### config.mk
export PLATFORM = sky130hd
export DESIGN_NAME = hazard_interlock_flat
export DESIGN_NICKNAME = d
export VERILOG_FILES = /design/src/rtl/hazard_interlock_if.sv /design/src/rtl/hazard_interlock.sv /design/src/flat_wrapper.sv
export SDC_FILE = /design/constraint.sdc
export NUM_CORES = 1
export LEC_CHECK = 0
export ABC_CLOCK_PERIOD_IN_PS = 4019
export CORE_MARGIN = 3
export CORE_UTILIZATION = 52
export CTS_CLUSTER_DIAMETER = 30
export DETAILED_ROUTE_END_ITERATION = 10
export PLACE_DENSITY = 0.77
export RECOVER_POWER = 50
export SLEW_MARGIN = 15
export SYNTH_ARGS = -nofsm -noshare
export SYNTH_HDL_FRONTEND = slang
export SYNTH_SLANG_ARGS = --single-unit
### constraint.sdc
create_clock -name clk -period 4.02 [get_ports clk]
set_input_delay 0.603 -clock clk [delete_from_list [all_inputs] [get_ports clk]]
set_output_delay 0.603 -clock clk [all_outputs]
set_load 0.005 [all_outputs]
### src/rtl/hazard_interlock_if.sv
`default_nettype none
// ============================================================================
//  Module      : hazard_interlock_if
//  Description : OF-stage operand fields, flush and interlock results that are
//                exchanged between decode/pipeline control and the interlock.
//  Revision    : 1.0 - initial release
// ============================================================================
interface hazard_interlock_if #(
    parameter int CNT_W = 16
);
    logic             of_valid;
    logic [4:0]       of_opcode;
    logic             of_imm;
    logic [3:0]       of_rs1;
    logic [3:0]       of_rs2;
    logic [3:0]       of_rd;
    logic [3:0]       of_ra;
    logic             flush;
    logic             stall;
    logic             ex_bubble;
    logic [CNT_W-1:0] stall_count;

    // Pipeline control side: presents the OF instruction, receives the verdict
    modport master (
        output of_valid, of_opcode, of_imm, of_rs1, of_rs2, of_rd, of_ra, flush,
        input  stall, ex_bubble, stall_count
    );

    // Interlock side
    modport slave (
        input  of_valid, of_opcode, of_imm, of_rs1, of_rs2, of_rd, of_ra, flush,
        output stall, ex_bubble, stall_count
    );
endinterface
`default_nettype wire

### src/rtl/hazard_interlock.sv
`default_nettype none
// ============================================================================
//  Module      : hazard_interlock
//  Description : RAW interlock for the 5-stage SimpleRISC pipeline without
//                forwarding. Tracks writers in EX/MA/RW, stalls IF/OF while the
//                OF instruction reads a pending destination, injects EX bubbles
//                and keeps a saturating count of stall cycles.
//  Revision    : 1.0 - initial release
// ============================================================================
module hazard_interlock #(
    parameter int CHECK_DEPTH = 3,
    parameter int CNT_W       = 16
) (
    input  logic              clk,
    input  logic              rst_n,
    hazard_interlock_if.slave bus
);
    localparam int c_STAGES = 3;
    localparam int c_SRCS   = 4;

    typedef struct packed {
        logic       valid;
        logic       wr;
        logic [3:0] dst;
    } entry_t;

    // Index 0 = EX, 1 = MA, 2 = RW
    entry_t [c_STAGES-1:0] pipe_q, pipe_d;
    logic                  ex_bubble_q, ex_bubble_d;
    logic [CNT_W-1:0]      cnt_q, cnt_d;

    logic                  w_rd_rs1, w_rd_rs2, w_rd_rdsrc, w_rd_ra;
    logic                  w_wr_rd, w_wr_ra;
    logic [c_SRCS-1:0]     w_src_en;
    logic [3:0]            w_src_reg [c_SRCS];
    logic [c_STAGES-1:0]   w_stage_hit;
    logic                  w_hazard, w_stall, w_issue;

    // Operand usage decoded from the opcode; unused fields are masked out here
    always_comb begin
        w_rd_rs1    = bus.of_opcode inside {[5'd0:5'd7], [5'd10:5'd12], 5'd14, 5'd15};
        w_rd_rs2    = !bus.of_imm && (bus.of_opcode inside {[5'd0:5'd12], 5'd24, 5'd25});
        w_rd_rdsrc  = (bus.of_opcode == 5'd15);
        w_rd_ra     = (bus.of_opcode == 5'd20);
        w_wr_rd     = bus.of_opcode inside {[5'd0:5'd4], [5'd6:5'd12], 5'd14, 5'd24, 5'd25};
        w_wr_ra     = (bus.of_opcode == 5'd19);
    end

    assign w_src_en     = {w_rd_ra, w_rd_rdsrc, w_rd_rs2, w_rd_rs1};
    assign w_src_reg[0] = bus.of_rs1;
    assign w_src_reg[1] = bus.of_rs2;
    assign w_src_reg[2] = bus.of_rd;
    assign w_src_reg[3] = bus.of_ra;

    // Per-stage conflict detection; stages beyond CHECK_DEPTH never conflict
    for (genvar k = 0; k < c_STAGES; k++) begin : g_stage
        if (k < CHECK_DEPTH) begin : g_chk
            logic [c_SRCS-1:0] w_match;
            for (genvar s = 0; s < c_SRCS; s++) begin : g_src
                assign w_match[s] = w_src_en[s] && (w_src_reg[s] == pipe_q[k].dst);
            end
            assign w_stage_hit[k] = pipe_q[k].valid && pipe_q[k].wr && (|w_match);
        end else begin : g_off
            assign w_stage_hit[k] = 1'b0;
        end
    end

    // Flush kills the OF instruction, so it overrides any stall request
    assign w_hazard = |w_stage_hit;
    assign w_stall  = bus.of_valid && !bus.flush && w_hazard;
    assign w_issue  = bus.of_valid && !w_stall && !bus.flush;

    // Next state: shift chain advances every cycle, a bubble enters EX unless OF issues
    always_comb begin
        pipe_d          = pipe_q;
        pipe_d[0].valid = w_issue;
        pipe_d[0].wr    = w_issue && (w_wr_rd || w_wr_ra);
        pipe_d[0].dst   = 4'd0;
        if (w_issue && w_wr_rd) begin
            pipe_d[0].dst = bus.of_rd;
        end else if (w_issue && w_wr_ra) begin
            pipe_d[0].dst = bus.of_ra;
        end
        pipe_d[1]   = pipe_q[0];
        pipe_d[2]   = pipe_q[1];
        ex_bubble_d = !w_issue;
        cnt_d       = cnt_q;
        if (w_stall && (cnt_q != {CNT_W{1'b1}})) begin
            cnt_d = cnt_q + {{(CNT_W-1){1'b0}}, 1'b1};
        end
    end

    // State registers; reset empties the tracker and marks EX as a bubble
    always_ff @(posedge clk or negedge rst_n) begin
        if (!rst_n) begin
            pipe_q      <= '0;
            ex_bubble_q <= 1'b1;
            cnt_q       <= '0;
        end else begin
            pipe_q      <= pipe_d;
            ex_bubble_q <= ex_bubble_d;
            cnt_q       <= cnt_d;
        end
    end

    assign bus.stall       = w_stall;
    assign bus.ex_bubble   = ex_bubble_q;
    assign bus.stall_count = cnt_q;
endmodule
`default_nettype wire

### src/flat_wrapper.sv
// flat-port wrapper written by rule: the top's interface ports become plain ports
module hazard_interlock_flat 
#(
    parameter int CHECK_DEPTH = 3,
    parameter int CNT_W       = 16
)
  (clk, rst_n, bus_of_valid, bus_of_opcode, bus_of_imm, bus_of_rs1, bus_of_rs2, bus_of_rd, bus_of_ra, bus_flush, bus_stall, bus_ex_bubble, bus_stall_count);
  hazard_interlock_if #(.CNT_W(CNT_W)) bus_i ();
  input  logic clk;
  input  logic rst_n;
  input wire logic [$bits(bus_i.of_valid)-1:0] bus_of_valid;
  input wire logic [$bits(bus_i.of_opcode)-1:0] bus_of_opcode;
  input wire logic [$bits(bus_i.of_imm)-1:0] bus_of_imm;
  input wire logic [$bits(bus_i.of_rs1)-1:0] bus_of_rs1;
  input wire logic [$bits(bus_i.of_rs2)-1:0] bus_of_rs2;
  input wire logic [$bits(bus_i.of_rd)-1:0] bus_of_rd;
  input wire logic [$bits(bus_i.of_ra)-1:0] bus_of_ra;
  input wire logic [$bits(bus_i.flush)-1:0] bus_flush;
  output wire logic [$bits(bus_i.stall)-1:0] bus_stall;
  output wire logic [$bits(bus_i.ex_bubble)-1:0] bus_ex_bubble;
  output wire logic [$bits(bus_i.stall_count)-1:0] bus_stall_count;
  assign bus_i.of_valid = bus_of_valid;
  assign bus_i.of_opcode = bus_of_opcode;
  assign bus_i.of_imm = bus_of_imm;
  assign bus_i.of_rs1 = bus_of_rs1;
  assign bus_i.of_rs2 = bus_of_rs2;
  assign bus_i.of_rd = bus_of_rd;
  assign bus_i.of_ra = bus_of_ra;
  assign bus_i.flush = bus_flush;
  assign bus_stall = bus_i.stall;
  assign bus_ex_bubble = bus_i.ex_bubble;
  assign bus_stall_count = bus_i.stall_count;
  hazard_interlock #(.CHECK_DEPTH(CHECK_DEPTH), .CNT_W(CNT_W)) u_core (.clk(clk), .rst_n(rst_n), .bus(bus_i));
endmodule
==> results by group <==
Clock network
  • Total CTS buffers: 5
  • Root buf cell: clkbuf_8
  • Max Buffers Root-to-Sink: 2
  • Worst-path clk slew: 0.07 ns
  • Clock insertion delay at the later pin of the skew report: 0.29 ns
  • Hold-fix buffer count after cts: 0
  • Clock H-tree levels: 2
  • CTS tree: done
  • Post-CTS setup buffers: 0
  • Clock Sink Count: 35
  • Resize count post-CTS: 0

Floorplan
  • Die Span Y: 69.8 um
  • Starting Density: 55.7%
  • Num rows: 22
  • Die X: 69.8 um
  • Die ar.: 4870 sq um
  • # IOs: 44
  • CORE AREA: 3800 sq um

Synth
  • Synth Cell Area: 2120 sq um
  • Syn_area_per_cell: 10.6 sq um
  • Synthesized flop and latch total: 35
  • Asr flop ratio synth: 100%
  • Synth unique cells: 34
  • Ys flop type: dfrtp_1
  • Yosys warnings: 0
  • Seq/Total Area, Yosys: 41.5%
  • Post-synth EDFFs: 0
  • Synth Instances: 200
  • Synth Net Count: 227

Power and ir drop
  • Total Power: 0.805 mW
  • Peak supply drop: 0.000258 V
  • Pwr dens: 298 nW/um^2
  • Leak pwr: 1.27 nW

Drt
  • Residual DRC: 0
  • Drt first pass iters: 4
  • Drt wl/cell: 16.8 um
  • Total number of vias: 1654
  • Iteration-0 DRC Markers: 159
  • Via density: 5.59
  • Routed Antenna Nets: 0
  • Final WL: 4.96 mm

Status
  • Status: completed

Setup path
  • Critical Path RT: 3.42 ns
  • Startpoint Class: input port
  • CP Cell Sequence: clkdlybuf4s50_1, nand2b_1, nor4b_2, a22oi_1, a31oi_1, a311oi_4, nor2b_1, clkdlybuf4s50_1
  • CP dominant cell by count: clkdlybuf4s50_1
  • Type of the worst setup path: input port to primary output
  • Worst stage delay on the critical path: 0.60 ns
  • Critical path data arrival time: 2.87 ns
  • Critical-path maximum fanout: 6
  • Slowest stage cell, crit path: clkdlybuf4s50_1
  • Crit. End Element: primary output

Timing
  • Final Hold Vio Count: 0
  • Final period utilization: 86.3%
  • Slew HR: 35.4%
  • Unrepaired setup endpoints after global routing: no
  • Max frequency: 288 MHz
  • Fin Setup TNS: 0 ns
  • Post-route minimum period: 3.47 ns
  • Final setup vio count: 0
  • Worst Tran Pin Value: 0.968 ns
  • Clock Skew: 0.0104 ns
  • Max Slew Vio Count: 0
  • Hold WS: 0.383 ns

Cells and area
  • Layout cells sized above 1: 10.1%
  • Nets: 274
  • Antenna diodes: 0
  • Post-layout util: 71.2%
  • Syn-to-layout area delta: 27.9%

Flow run
  • Max Cap Viol: 0

Global route
  • Grt ovf: 0
  • Vias in the first global route: 1653
  • First-pass GRT wire length: 8.42 mm
  • Initial antenna violation count: 0
  • Largest net degree at the start of global routing: 20
  • Total GRT Usage: 21.7%

Place
  • Hpwl dp: 3.69 mm
  • GPL Wtd Cong: 0.978
  • I/O Buffers: 43

Hold path
  • Min-Delay Path Class: register to register
-- layout make-up --
cell class | instances | area (sq um)
multi-input combinational | 158 | 1200
fill | 302 | 1090
sequential | 35 | 877
timing repair buffer | 45 | 442
clock buffer | 6 | 82.6
tap | 48 | 60.1
clock inverter | 2 | 35.0
inverter | 2 | 7.51
-- cell families after synthesis --
| kind of cell | count (synthesis) | synth area share [%] |
|---|---|---|
| xor+xnor | 62 | 25.7 |
| compound gates | 17 | 7.27 |
| buf+inv | 7 | 1.77 |
| mux | 2 | 1.06 |
| flops | 35 | 41.5 |
| fa+ha+maj | 1 | 0.591 |
| simple gates | 76 | 22.2 |
-- flip-flops by register name (all words and copies together), names as in the netlist --
register / cells
u_core.bus.ex_bubble: 1
u_core.bus.stall_count: 16
u_core.pipe_d: 12
u_core.pipe_q: 6
-- cells in the final DEF, fill, tap and decap left out --
master	instances
nand2_4	1
bufinv_16	1
nand3_1	6
clkinv_2	1
nor4_1	14
clkbuf_8	6
nor3b_2	1
clkdlybuf4s50_1	42
nand4_1	9
mux2_1	1
nor4b_2	2
nand2b_1	3
nor2_1	10
a21oi_1	2
a311oi_4	1
and4_1	1
inv_1	2
o31ai_4	1
nor2b_1	2
nor3_1	2
and3_1	4
a211oi_1	1
or2_2	1
buf_4	1
mux2_2	1
nor3_2	7
clkbuf_1	1
a22oi_1	7
o211a_1	1
nor3b_1	1
dfstp_2	1
ha_1	1
dlygate4sd3_1	1
a21o_1	1
xor2_1	62
a31oi_1	3
dfrtp_1	34
nand2_1	12
-- synthesized netlist by cell type, drive strengths merged, types with 2 or more instances --
| cell type | instances | area share [%] |
|---|---|---|
| nor3 | 9 | 3.8 |
| nand2b | 3 | 0.89 |
| mux2 | 2 | 1.1 |
| clkbuf | 3 | 0.53 |
| nor2 | 10 | 1.8 |
| buf | 2 | 0.89 |
| dfrtp | 34 | 40 |
| nor4b | 2 | 1.4 |
| nand3 | 6 | 1.4 |
| a31oi | 3 | 0.89 |
| nand2 | 13 | 2.7 |
| nand4 | 9 | 2.7 |
| nor3b | 2 | 0.95 |
| xor2 | 62 | 26 |
| a21oi | 2 | 0.47 |
| a22oi | 7 | 2.5 |
| nor2b | 2 | 0.59 |
| inv | 2 | 0.35 |
| and3 | 4 | 1.2 |
| nor4 | 14 | 4.1 |
-- power by group --
group	switching, mW	internal [mW]	total, mW
sequential	0.0124	0.361	0.373
combinational	0.0519	0.0500	0.102
clock	0.130	0.201	0.330
total	0.194	0.611	0.805
-- final timing paths --
path / from / end / slack (ns) / cells past startpoint
worst min register to register: u_core.pipe_d[11]$_DFF_PN0_ / u_core.pipe_d[17]$_DFF_PN0_ / 0.38 / 0
worst max register to register: u_core.bus.stall_count[5]$_DFFE_PN0P_ / u_core.bus.stall_count[1]$_DFFE_PN0P_ / 1.54 / 6
min in group asynchronous: rst_n / u_core.bus.stall_count[7]$_DFFE_PN0P_ / 0.83 / 1
worst max-delay path: bus_of_opcode[2] / bus_stall / 0.55 / 8
worst min-delay path: u_core.pipe_d[11]$_DFF_PN0_ / u_core.pipe_d[17]$_DFF_PN0_ / 0.38 / 0
max in group asynchronous: rst_n / u_core.pipe_d[17]$_DFF_PN0_ / 1.84 / 2
-- through the flow --
stage / setup WS (ns) / cells / instance area, sq um
2_1_floorplan: 1.47 / 200 / 2120
3_3_place_gp: 0.503 / 288 / 2590
3_5_place_dp: 0.529 / 288 / 2590
4_1_cts: 0.543 / 296 / 2710
5_1_grt: 0.387 / 296 / 2710
6_report: 0.552 / 296 / 2710
-- critical path, delay by kind of cell --
kind / cells / cell delay (ns)
buf+inv: 2 / 1.11
simple gates: 3 / 0.66
compound gates: 3 / 0.49
-- metal layers --
layer / part of all wire [%] / GRT usage (%) / vias up
met5: 0 / 0 / -
met4: 1.2 / 6.38 / 0
met3: 5.3 / 4.49 / 5
met2: 44 / 30.2 / 50
met1: 50 / 33.7 / 800
li1: - / - / 799
Note: power is estimated with default switching activity, not from simulation.
